<file path="src/rtl/channel_pkg.sv">
// Shared types and helpers for the channel LLR generator: fix5p10 samples,
// FSM state encoding and symmetric LLR saturation.
package channel_pkg;

  localparam int FIX5P10_ONE = 1024;

  typedef enum logic [1:0] {
    IDLE  = 2'd0,
    RUN   = 2'd1,
    DRAIN = 2'd2
  } state_e;

  typedef logic signed [14:0] fix5p10_t;

  // One queued bit pair waiting for its noise sample.
  typedef struct packed {
    logic       last;
    logic [1:0] bits;
  } bitq_t;

  // Clamp to +/-(2^(llr_w-1)-1) so the most negative code never appears.
  function automatic logic signed [15:0] sat_llr(input logic signed [15:0] v,
                                                 input int llr_w);
    logic signed [15:0] lim;
    lim = 16'((1 << (llr_w - 1)) - 1);
    if (v > lim)       return lim;
    else if (v < -lim) return -lim;
    else               return v;
  endfunction

endpackage

</file>
<file path="src/rtl/channel_llr_fifo.sv">
// Synchronous FIFO for LLR pairs; DEPTH must be a power of two.
module channel_llr_fifo #(
  parameter int WIDTH = 17,
  parameter int DEPTH = 8
) (
  input  logic                       clk_i,
  input  logic                       rst_ni,
  input  logic                       push_i,
  input  logic                       pop_i,
  input  logic [WIDTH-1:0]           data_i,
  output logic [WIDTH-1:0]           data_o,
  output logic                       empty_o,
  output logic                       full_o,
  output logic [$clog2(DEPTH+1)-1:0] count_o
);
  localparam int AW = $clog2(DEPTH);
  localparam int CW = $clog2(DEPTH + 1);

  logic [WIDTH-1:0] mem_q [DEPTH];
  logic [AW-1:0]    wr_q, rd_q;
  logic [CW-1:0]    cnt_q;
  logic             do_push, do_pop;

  assign empty_o = (cnt_q == '0);
  assign full_o  = (cnt_q == CW'(DEPTH));
  assign do_pop  = pop_i && !empty_o;
  // A push into a full FIFO is still taken when a pop frees the slot.
  assign do_push = push_i && (!full_o || do_pop);

  always_ff @(posedge clk_i or negedge rst_ni) begin
    if (!rst_ni) begin
      wr_q  <= '0;
      rd_q  <= '0;
      cnt_q <= '0;
    end else begin
      if (do_push) wr_q <= wr_q + AW'(1);
      if (do_pop)  rd_q <= rd_q + AW'(1);
      cnt_q <= cnt_q + CW'(do_push) - CW'(do_pop);
    end
  end

  always_ff @(posedge clk_i) begin
    if (do_push) mem_q[wr_q] <= data_i;
  end

  assign data_o  = mem_q[rd_q];
  assign count_o = cnt_q;

endmodule

</file>
<file path="src/rtl/channel_llr_gen.sv">
// BPSK-maps encoder bit pairs, adds AWGN noise and quantizes to LLRs, with
// credit flow control since the noise source cannot stall. HARD_ERR_CNT_EN adds err_cnt_o.
module channel_llr_gen
  import channel_pkg::*;
#(
  parameter int N          = 648,
  parameter int LLR_W      = 8,
  parameter int SHIFT      = 7,
  parameter int FIFO_DEPTH = 8
) (
  input  logic                   clk_i,
  input  logic                   rst_ni,
  input  logic                   start_i,
  input  logic                   bit_valid_i,
  output logic                   bit_ready_o,
  input  logic [1:0]             bit_data_i,
  output logic                   awgn_enable_o,
  output logic                   awgn_pop_o,
  input  logic                   awgn_valid_i,
  input  fix5p10_t               noise0_i,
  input  fix5p10_t               noise1_i,
  output logic                   llr_valid_o,
  input  logic                   llr_ready_i,
  output logic [2*LLR_W-1:0]     llr_data_o,
  output logic                   llr_last_o,
  output logic                   busy_o
`ifdef HARD_ERR_CNT_EN
  ,
  output logic [$clog2(N+1)-1:0] err_cnt_o
`endif
);
  localparam int NP  = N / 2;
  localparam int PCW = $clog2(NP + 1);
  localparam int FCW = $clog2(FIFO_DEPTH + 1);
  localparam int CRW = FCW + 2;
  localparam int FW  = 2 * LLR_W + 1;
  localparam logic signed [15:0] S_ONE = 16'(FIX5P10_ONE);

  function automatic logic signed [LLR_W-1:0] to_llr(input logic b, input fix5p10_t n);
    logic signed [15:0] y, q;
    y = b ? -S_ONE : S_ONE;
    y = y + 16'(n);
    if (y > 16'sd16383)       y = 16'sd16383;
    else if (y < -16'sd16383) y = -16'sd16383;
    q = y >>> SHIFT;
    q = sat_llr(q, LLR_W);
    return q[LLR_W-1:0];
  endfunction

  state_e               state_q, state_d;
  logic [PCW-1:0]       pair_cnt_q;
  bitq_t                bq_q [4];
  bitq_t                bq_head;
  logic [1:0]           bq_wr_q, bq_rd_q;
  logic [2:0]           bq_cnt_q;
  logic                 samp_vld_q, samp_last_q;
  logic [2*LLR_W-1:0]   samp_q;
  logic                 err_q;
  logic                 hs, q_empty, q_pop, start_acc;
  logic                 fifo_pop, fifo_empty, fifo_full;
  logic [FCW-1:0]       fifo_cnt;
  logic [FW-1:0]        fifo_dout;
  logic [CRW-1:0]       credit;
  logic signed [LLR_W-1:0] llr0, llr1;

  // Credit covers every pair that will eventually need a FIFO slot.
  assign credit      = CRW'(bq_cnt_q) + CRW'(samp_vld_q) + CRW'(fifo_cnt);
  assign bit_ready_o = (state_q == RUN) && (credit < CRW'(FIFO_DEPTH))
                       && (pair_cnt_q < PCW'(NP));
  assign hs            = bit_valid_i && bit_ready_o;
  assign awgn_pop_o    = hs;
  assign awgn_enable_o = hs;
  assign busy_o        = (state_q != IDLE);
  assign start_acc     = (state_q == IDLE) && start_i;

  assign q_empty = (bq_cnt_q == '0);
  assign q_pop   = awgn_valid_i && !q_empty;
  assign bq_head = bq_q[bq_rd_q];
  assign llr0    = to_llr(bq_head.bits[0], noise0_i);
  assign llr1    = to_llr(bq_head.bits[1], noise1_i);

  always_comb begin
    state_d = state_q;
    case (state_q)
      IDLE:    if (start_i) state_d = RUN;
      RUN:     if (hs && pair_cnt_q == PCW'(NP - 1)) state_d = DRAIN;
      DRAIN:   if (q_empty && !samp_vld_q && fifo_empty) state_d = IDLE;
      default: state_d = IDLE;
    endcase
  end

  always_ff @(posedge clk_i or negedge rst_ni) begin
    if (!rst_ni) begin
      state_q    <= IDLE;
      pair_cnt_q <= '0;
    end else begin
      state_q <= state_d;
      if (start_acc)   pair_cnt_q <= '0;
      else if (hs)     pair_cnt_q <= pair_cnt_q + PCW'(1);
    end
  end

  always_ff @(posedge clk_i or negedge rst_ni) begin
    if (!rst_ni) begin
      for (int i = 0; i < 4; i++) bq_q[i] <= '0;
      bq_wr_q  <= '0;
      bq_rd_q  <= '0;
      bq_cnt_q <= '0;
    end else begin
      if (hs) begin
        bq_q[bq_wr_q] <= '{last: (pair_cnt_q == PCW'(NP - 1)), bits: bit_data_i};
        bq_wr_q       <= bq_wr_q + 2'd1;
      end
      if (q_pop) bq_rd_q <= bq_rd_q + 2'd1;
      bq_cnt_q <= bq_cnt_q + 3'(hs) - 3'(q_pop);
    end
  end

  // Noise with no matching bit pair is dropped and latched as a protocol error.
  always_ff @(posedge clk_i or negedge rst_ni) begin
    if (!rst_ni) begin
      samp_vld_q  <= 1'b0;
      samp_last_q <= 1'b0;
      samp_q      <= '0;
      err_q       <= 1'b0;
    end else begin
      samp_vld_q <= q_pop;
      if (q_pop) begin
        samp_q      <= {llr1, llr0};
        samp_last_q <= bq_head.last;
      end
      err_q <= err_q | (awgn_valid_i && q_empty) | (samp_vld_q && fifo_full && !fifo_pop);
    end
  end

  assign fifo_pop = llr_ready_i && !fifo_empty;

  channel_llr_fifo #(
    .WIDTH (FW),
    .DEPTH (FIFO_DEPTH)
  ) u_fifo (
    .clk_i   (clk_i),
    .rst_ni  (rst_ni),
    .push_i  (samp_vld_q),
    .pop_i   (fifo_pop),
    .data_i  ({samp_last_q, samp_q}),
    .data_o  (fifo_dout),
    .empty_o (fifo_empty),
    .full_o  (fifo_full),
    .count_o (fifo_cnt)
  );

  assign llr_valid_o = !fifo_empty;
  assign llr_data_o  = fifo_empty ? '0 : fifo_dout[2*LLR_W-1:0];
  assign llr_last_o  = !fifo_empty && fifo_dout[FW-1];

`ifdef HARD_ERR_CNT_EN
  localparam int ECW = $clog2(N + 1);
  logic [ECW-1:0] err_cnt_q;
  logic [1:0]     miss;

  // Hard decision is the LLR sign bit; compare against the transmitted bit.
  assign miss = {llr1[LLR_W-1] ^ bq_head.bits[1], llr0[LLR_W-1] ^ bq_head.bits[0]};

  always_ff @(posedge clk_i or negedge rst_ni) begin
    if (!rst_ni)        err_cnt_q <= '0;
    else if (start_acc) err_cnt_q <= '0;
    else if (q_pop)     err_cnt_q <= err_cnt_q + ECW'(miss[0]) + ECW'(miss[1]);
  end

  assign err_cnt_o = err_cnt_q;
`endif

endmodule

</file>
<file path="config.mk">
export PLATFORM = sky130hd
export DESIGN_NAME = channel_llr_gen
export DESIGN_NICKNAME = d
export VERILOG_FILES = /design/src/rtl/channel_pkg.sv /design/src/rtl/channel_llr_fifo.sv /design/src/rtl/channel_llr_gen.sv
export SDC_FILE = /design/constraint.sdc
export NUM_CORES = 1
export LEC_CHECK = 0
export ABC_AREA = 1
export BUFFER_PORTS_ARGS = -buffer_cell sky130_fd_sc_hd__buf_4
export CAP_MARGIN = 20
export CORE_UTILIZATION = 35
export DETAILED_ROUTE_END_ITERATION = 8
export GPL_TIMING_DRIVEN = 0
export PLACE_DENSITY = 0.5
export SLEW_MARGIN = 20
export SYNTH_ARGS = -nofsm -noshare
export SYNTH_HDL_FRONTEND = slang
export SYNTH_SLANG_ARGS = --single-unit
</file>
<file path="constraint.sdc">
create_clock -name clk_i -period 10.65 [get_ports clk_i]
set_clock_uncertainty 0.2 [all_clocks]
set_input_delay 2.13 -clock clk_i [delete_from_list [all_inputs] [get_ports clk_i]]
set_output_delay 2.13 -clock clk_i [all_outputs]
set_load 0.03 [all_outputs]
</file>
Yosys cells after proc, flatten, opt, wreduce, memory -nomap -nowiden
Memory sizes are Yosys's and may differ from the RTL's.
Index checks and enable logic that the tools add are counted.
{"block": "word_totals", "ff_bits": 58, "ramBits": 136, "output_inout_bits": 22, "memories": 1}
{"memory": "u_fifo.mem_q", "words": 8, "width": 17, "rd": 1, "rd_ports_with_merged_regs": 0, "write_ports": 1, "line_no": "channel_llr_fifo.sv:19", "rtl": "logic [WIDTH-1:0] mem_q [DEPTH];"}
{"block": "op_classes", "add_sub_neg": 13, "n_lt_le_gt_ge": 13, "eq_ne": 7, "muxes": 25, "bitwise_logic": 2, "reduce_logical": 24}
{"op": "16-bit two-way mux", "n": 7}
{"op": "16-bit by 15-bit adder with 16-bit output", "n": 2}
{"op": "16-bit by 15-bit > comparator with 1-bit output, second input constant", "n": 2}
{"op": "16-bit by 15-bit less-than comparator with 1-bit output, second input constant", "n": 2}
{"op": "8-bit two-way mux", "n": 4}
{"op": "9-bit by 8-bit > comparator with 1-bit output, second input constant", "n": 2}
{"op": "9-bit by 8-bit less-than comparator with 1-bit output, second input constant", "n": 2}
{"op": "9-bit two-way mux", "n": 2}
{"op": "1-bit logical AND", "n": 13}
{"op": "12-bit bitwise mux", "n": 1}
{"op": "9-bit by 1-bit adder with 9-bit output, second input constant", "n": 1}
{"op": "9-bit == test, second input constant", "n": 1}
{"op": "9-bit less-than comparator, second input constant", "n": 1}
{"op": "3-bit two-way mux", "n": 3}
{"op": "3-bit by 1-bit adder with 3-bit output, second input constant", "n": 2}
{"op": "3-bit binary-select mux with 2-bit select", "n": 1}
{"op": "3-bit demux with 2-bit select", "n": 1}
{"op": "3-bit >= comparator, second input constant", "n": 2}
{"op": "2-bit two-way mux", "n": 3}
{"op": "2-bit inverter with 3-bit output", "n": 2}
{"op": "2-bit case mux with 3 select lines", "n": 1}
{"op": "4-bit by 4-bit adder with 5-bit output", "n": 1}
{"op": "5-bit by 4-bit less-than comparator with 1-bit output, second input constant", "n": 1}
{"op": "2-bit by 1-bit adder with 2-bit output, second input constant", "n": 2}
{"op": "19 further kinds", "n": 25}

Longest topological paths before layout
{"block": "depth", "depth_word": 12, "depth_mapped": 22, "ltp_nobuf": 22}

Cells and area by module
A second synthesis with hierarchy kept.
{"block": "hier_totals", "cells_unflattened": 996, "hier_area_um2": 9406.5}
{"module": "channel_llr_fifo", "n_inst": 1, "cells_per_inst": 528, "area_each_um2": 6045.8, "seq_area_each_um2": 4334.2}
{"module": "channel_llr_gen", "n_inst": 1, "cells_per_inst": 468, "area_each_um2": 3360.7, "seq_area_each_um2": 1201.2}

Least setup slack after synthesis
Ideal clock, no wire load.
{"block": "synth_timing", "path_type": "input to output", "from": "input port bit_valid_i", "to": "output port awgn_pop_o", "t_arrival_ps": 2866, "t_required_ps": 8320, "slack_ps": 5454, "path_stages": 3, "cell_sequence": "nand2_2 clkinv_1 buf_4"}
{"block": "synth_between", "elab_chain_cells": 1}
{"element": "start, declared", "line_no": "channel_llr_gen.sv:14", "rtl": "input logic bit_valid_i,"}
{"element": "1-bit logical AND", "line_no": "channel_llr_gen.sv:70", "rtl": "assign hs = bit_valid_i && bit_ready_o;"}
{"element": "end, declared", "line_no": "channel_llr_gen.sv:18", "rtl": "output logic awgn_pop_o,"}
Every way passes these cells.

Final worst setup path
Ends and elaborated chain as after synthesis.

==> results.cfg <==
[worst_setup_path]
slowest_delay_ps = 290
rr_startpoint = bq_rd_q[0]
worst_path_max_delay_cell = clkinv_1
r2r_slack_ps = 6600
cp.required_ps = 8320
crit_fanout = 10
crit_chain = buf_4, nand2_2, clkinv_1, buf_4, buf_4
path_class = in2out
crit_path_start = bit_valid_i
worstPathArrival_ps = 3040
cp-end-kind = output pin
critPathMostFrequentCell = buf_4
start_kind = input port

[clock_network]
path_clk_slew_ps = 70
clockBufferDepth = 2
post_cts_buffers = 0
cts_resized = 0
ctsHoldBuffers = 0
cts_tree = built
numCtsBuffers = 17
htreeDepth = 4
cts_sinks = 194
insertion_delay_ps = 440
root_buffer = clkbuf_16

[logic_synthesis]
synth-seq-cells = 194
synth_edf_count = 136
synth_ff_type = edfxtp_1
yosysUniqueCellTypes = 42
syn_area_um2 = 8942
synth_area_per_cell_um2 = 10.39
syn_nets = 933
yosysWarnings = 0
synth-async-reset-ratio_pct = 29.90
yosysTopAreaCellShare_pct = 45.67
ys_seq_area_share_pct = 61.90
yosys.area.top_type = edfxtp_1
synthTopCellsByArea = edfxtp_1, dfrtp_1, nor2_1
synthCells = 861

[power]
power.share.sequential_pct = 33.3
p_comb_share_pct = 48.7
p_leak_nw = 4.248
finalPower_w = 0.003637
vdd_drop_max_mv = 0.1602
p_int_w = 0.001986
swShare_pct = 45.39
power_density_nw_per_um2 = 345.7
power_switching_w = 0.001651
clkPwrFrac_pct = 18.0

[sta]
tightestPinTransition_ps = 1012
fmaxAchievable_mhz = 186.2
fin_tns_setup_ps = 0
hold_violations = 0
min_period_ps = 5371
final-setup-viol-count = 0
slew_headroom_pct = 31.94
rsz0062_at_grt = false
fin_ws_ps = 5279
fin_crit_sh_pct = 50.43
slew_violations = 0

[drt]
routed_wl_um = 20960
vias = 6186
drt_iter0_markers = 370
drc = 0
firstDrtPassIters = 5
final_antenna_net_count = 0
detail_route.wl_per_cell_um = 16.28
via_per_inst = 4.807

[die]
die_width_um = 161.8
pin_count = 60
core-area_um2 = 25110
die_area_um2 = 26190
die_y_um = 161.8
fp-row-count = 58
initial_utilization_pct = 35.61

[cells_and_area]
multi_input_area_um2 = 2987
fin_util_pct = 41.90
drive_gt1_share_pct = 13.27
finalNonFillerCells = 1287
register_area_um2 = 5535
final_common_cell = nor2_1
diodes = 0
syn2layout_area_growth_pct = 17.66
fill_cells = 2524
fin_nets = 1016
layout_common_cells = nor2_1, edfxtp_1, nand2_1

[grt]
grt_pass1_vias = 6025
antenna_found_initial = 0
grt_overflow_total = 0
grt_max_degree = 59
grt.total_usage_pct = 16.95
grt_pass1_wl_um = 33240

[placed_design]
dp.cells = 1255
hpwlAfterDp_um = 14570
gp_congestion = 0.7887
pre_cts_ws_ps = 5256
io_buffers = 59

[worst_hold_path]
min_from = bq_q[3]
hold_class = reg2reg

[status]
outcome = complete, no violations

[job]
max-cap-violations = 0
[worst paths after layout]
kind,end,depth (start not counted)
worst min-delay path,bq_q[3],2
max in group asynchronous,samp_q[7],1
worst max-delay path,awgn_pop_o,5
min in group asynchronous,pair_cnt_q[3],1
worst max register to register,samp_q[14],20
worst min register to register,bq_q[3],2
[area by class of cell]
cell class              count  area share [%]
well taps                 330           3.924
multi-input cells         554           28.39
clock inverters            15           1.855
clock buffers              17           4.043
repair buffers             64           4.852
plain buffers              34           1.510
inverters                  79           2.818
flip-flops and latches    194           52.61
[state kept, by name, indices dropped and copies added (netlist names), 2 cells and up]
signal          count
u_fifo.wr_q         3
bq_wr_q             2
bq_cnt_q            3
u_fifo.rd_q         3
samp_q             16
pair_cnt_q          9
u_fifo.mem_q      136
bq_rd_q             2
bq_q               12
u_fifo.count_o      4
state_q             2
[per-stage QoR]
step / cell area [µm²] / hold WS [ps]
2_1_floorplan: 8942 / 241.8
3_3_place_gp: 9798 / 262.5
3_5_place_dp: 9901 / 267.4
4_1_cts: 10520 / 285.8
5_1_grt: 10520 / 308.8
6_report: 10520 / 279.9
[per-layer routing]
| metal | part of all wire [%] | track usage (%) | vias up |
|---|---|---|---|
| li1 | - | - | 3137 |
| met1 | 46 | 22.49 | 2905 |
| met2 | 48 | 28.07 | 131 |
| met3 | 4.7 | 3.320 | 13 |
| met4 | 1.0 | 4.931 | 0 |
| met5 | 0 | 0 | - |
[cell families after synthesis]
| kind of cell | Yosys count | share of synthesized area, % |
|---|---|---|
| AOI/OAI and AO/OA | 180 | 10.91 |
| xor gates and xnor gates | 17 | 1.665 |
| adders and majority gates | 34 | 5.093 |
| buffers and inverters | 113 | 5.093 |
| DFF | 194 | 61.90 |
| and+or+nand+nor | 323 | 15.34 |
[worst max-delay path, delay by kind of cell]
kind                   cells  cell delay [ps]
buffers and inverters      4              800
and+or+nand+nor            1              120
[Yosys cell counts, types with 4 or more instances]
| cell | n |
|---|---|
| a21oi_1 | 23 |
| buf_2 | 8 |
| clkbuf_1 | 22 |
| o22ai_1 | 17 |
| nand2_1 | 118 |
| nor4_1 | 6 |
| inv_1 | 75 |
| a31oi_1 | 21 |
| ha_1 | 30 |
| dfrtp_1 | 58 |
| xnor2_1 | 4 |
| nand4_1 | 8 |
| edfxtp_1 | 136 |
| nand3_1 | 26 |
| nor3_1 | 7 |
| o21ai_0 | 107 |
| fa_1 | 4 |
| nor2_1 | 146 |
| xor2_1 | 13 |
[power groups by stage]
stage | Clock, W | Combinational, W | Sequential, W
after floorplan | 0 | 0.00127 | 0.00117
after global placement | 0 | 0.00176 | 0.00123
after detailed placement | 0 | 0.00179 | 0.00123
after CTS | 0.000664 | 0.00180 | 0.00121
after global routing | 0.000695 | 0.00200 | 0.00124
final | 0.000653 | 0.00177 | 0.00121
No activity file was read; power rests on OpenSTA's default activity.
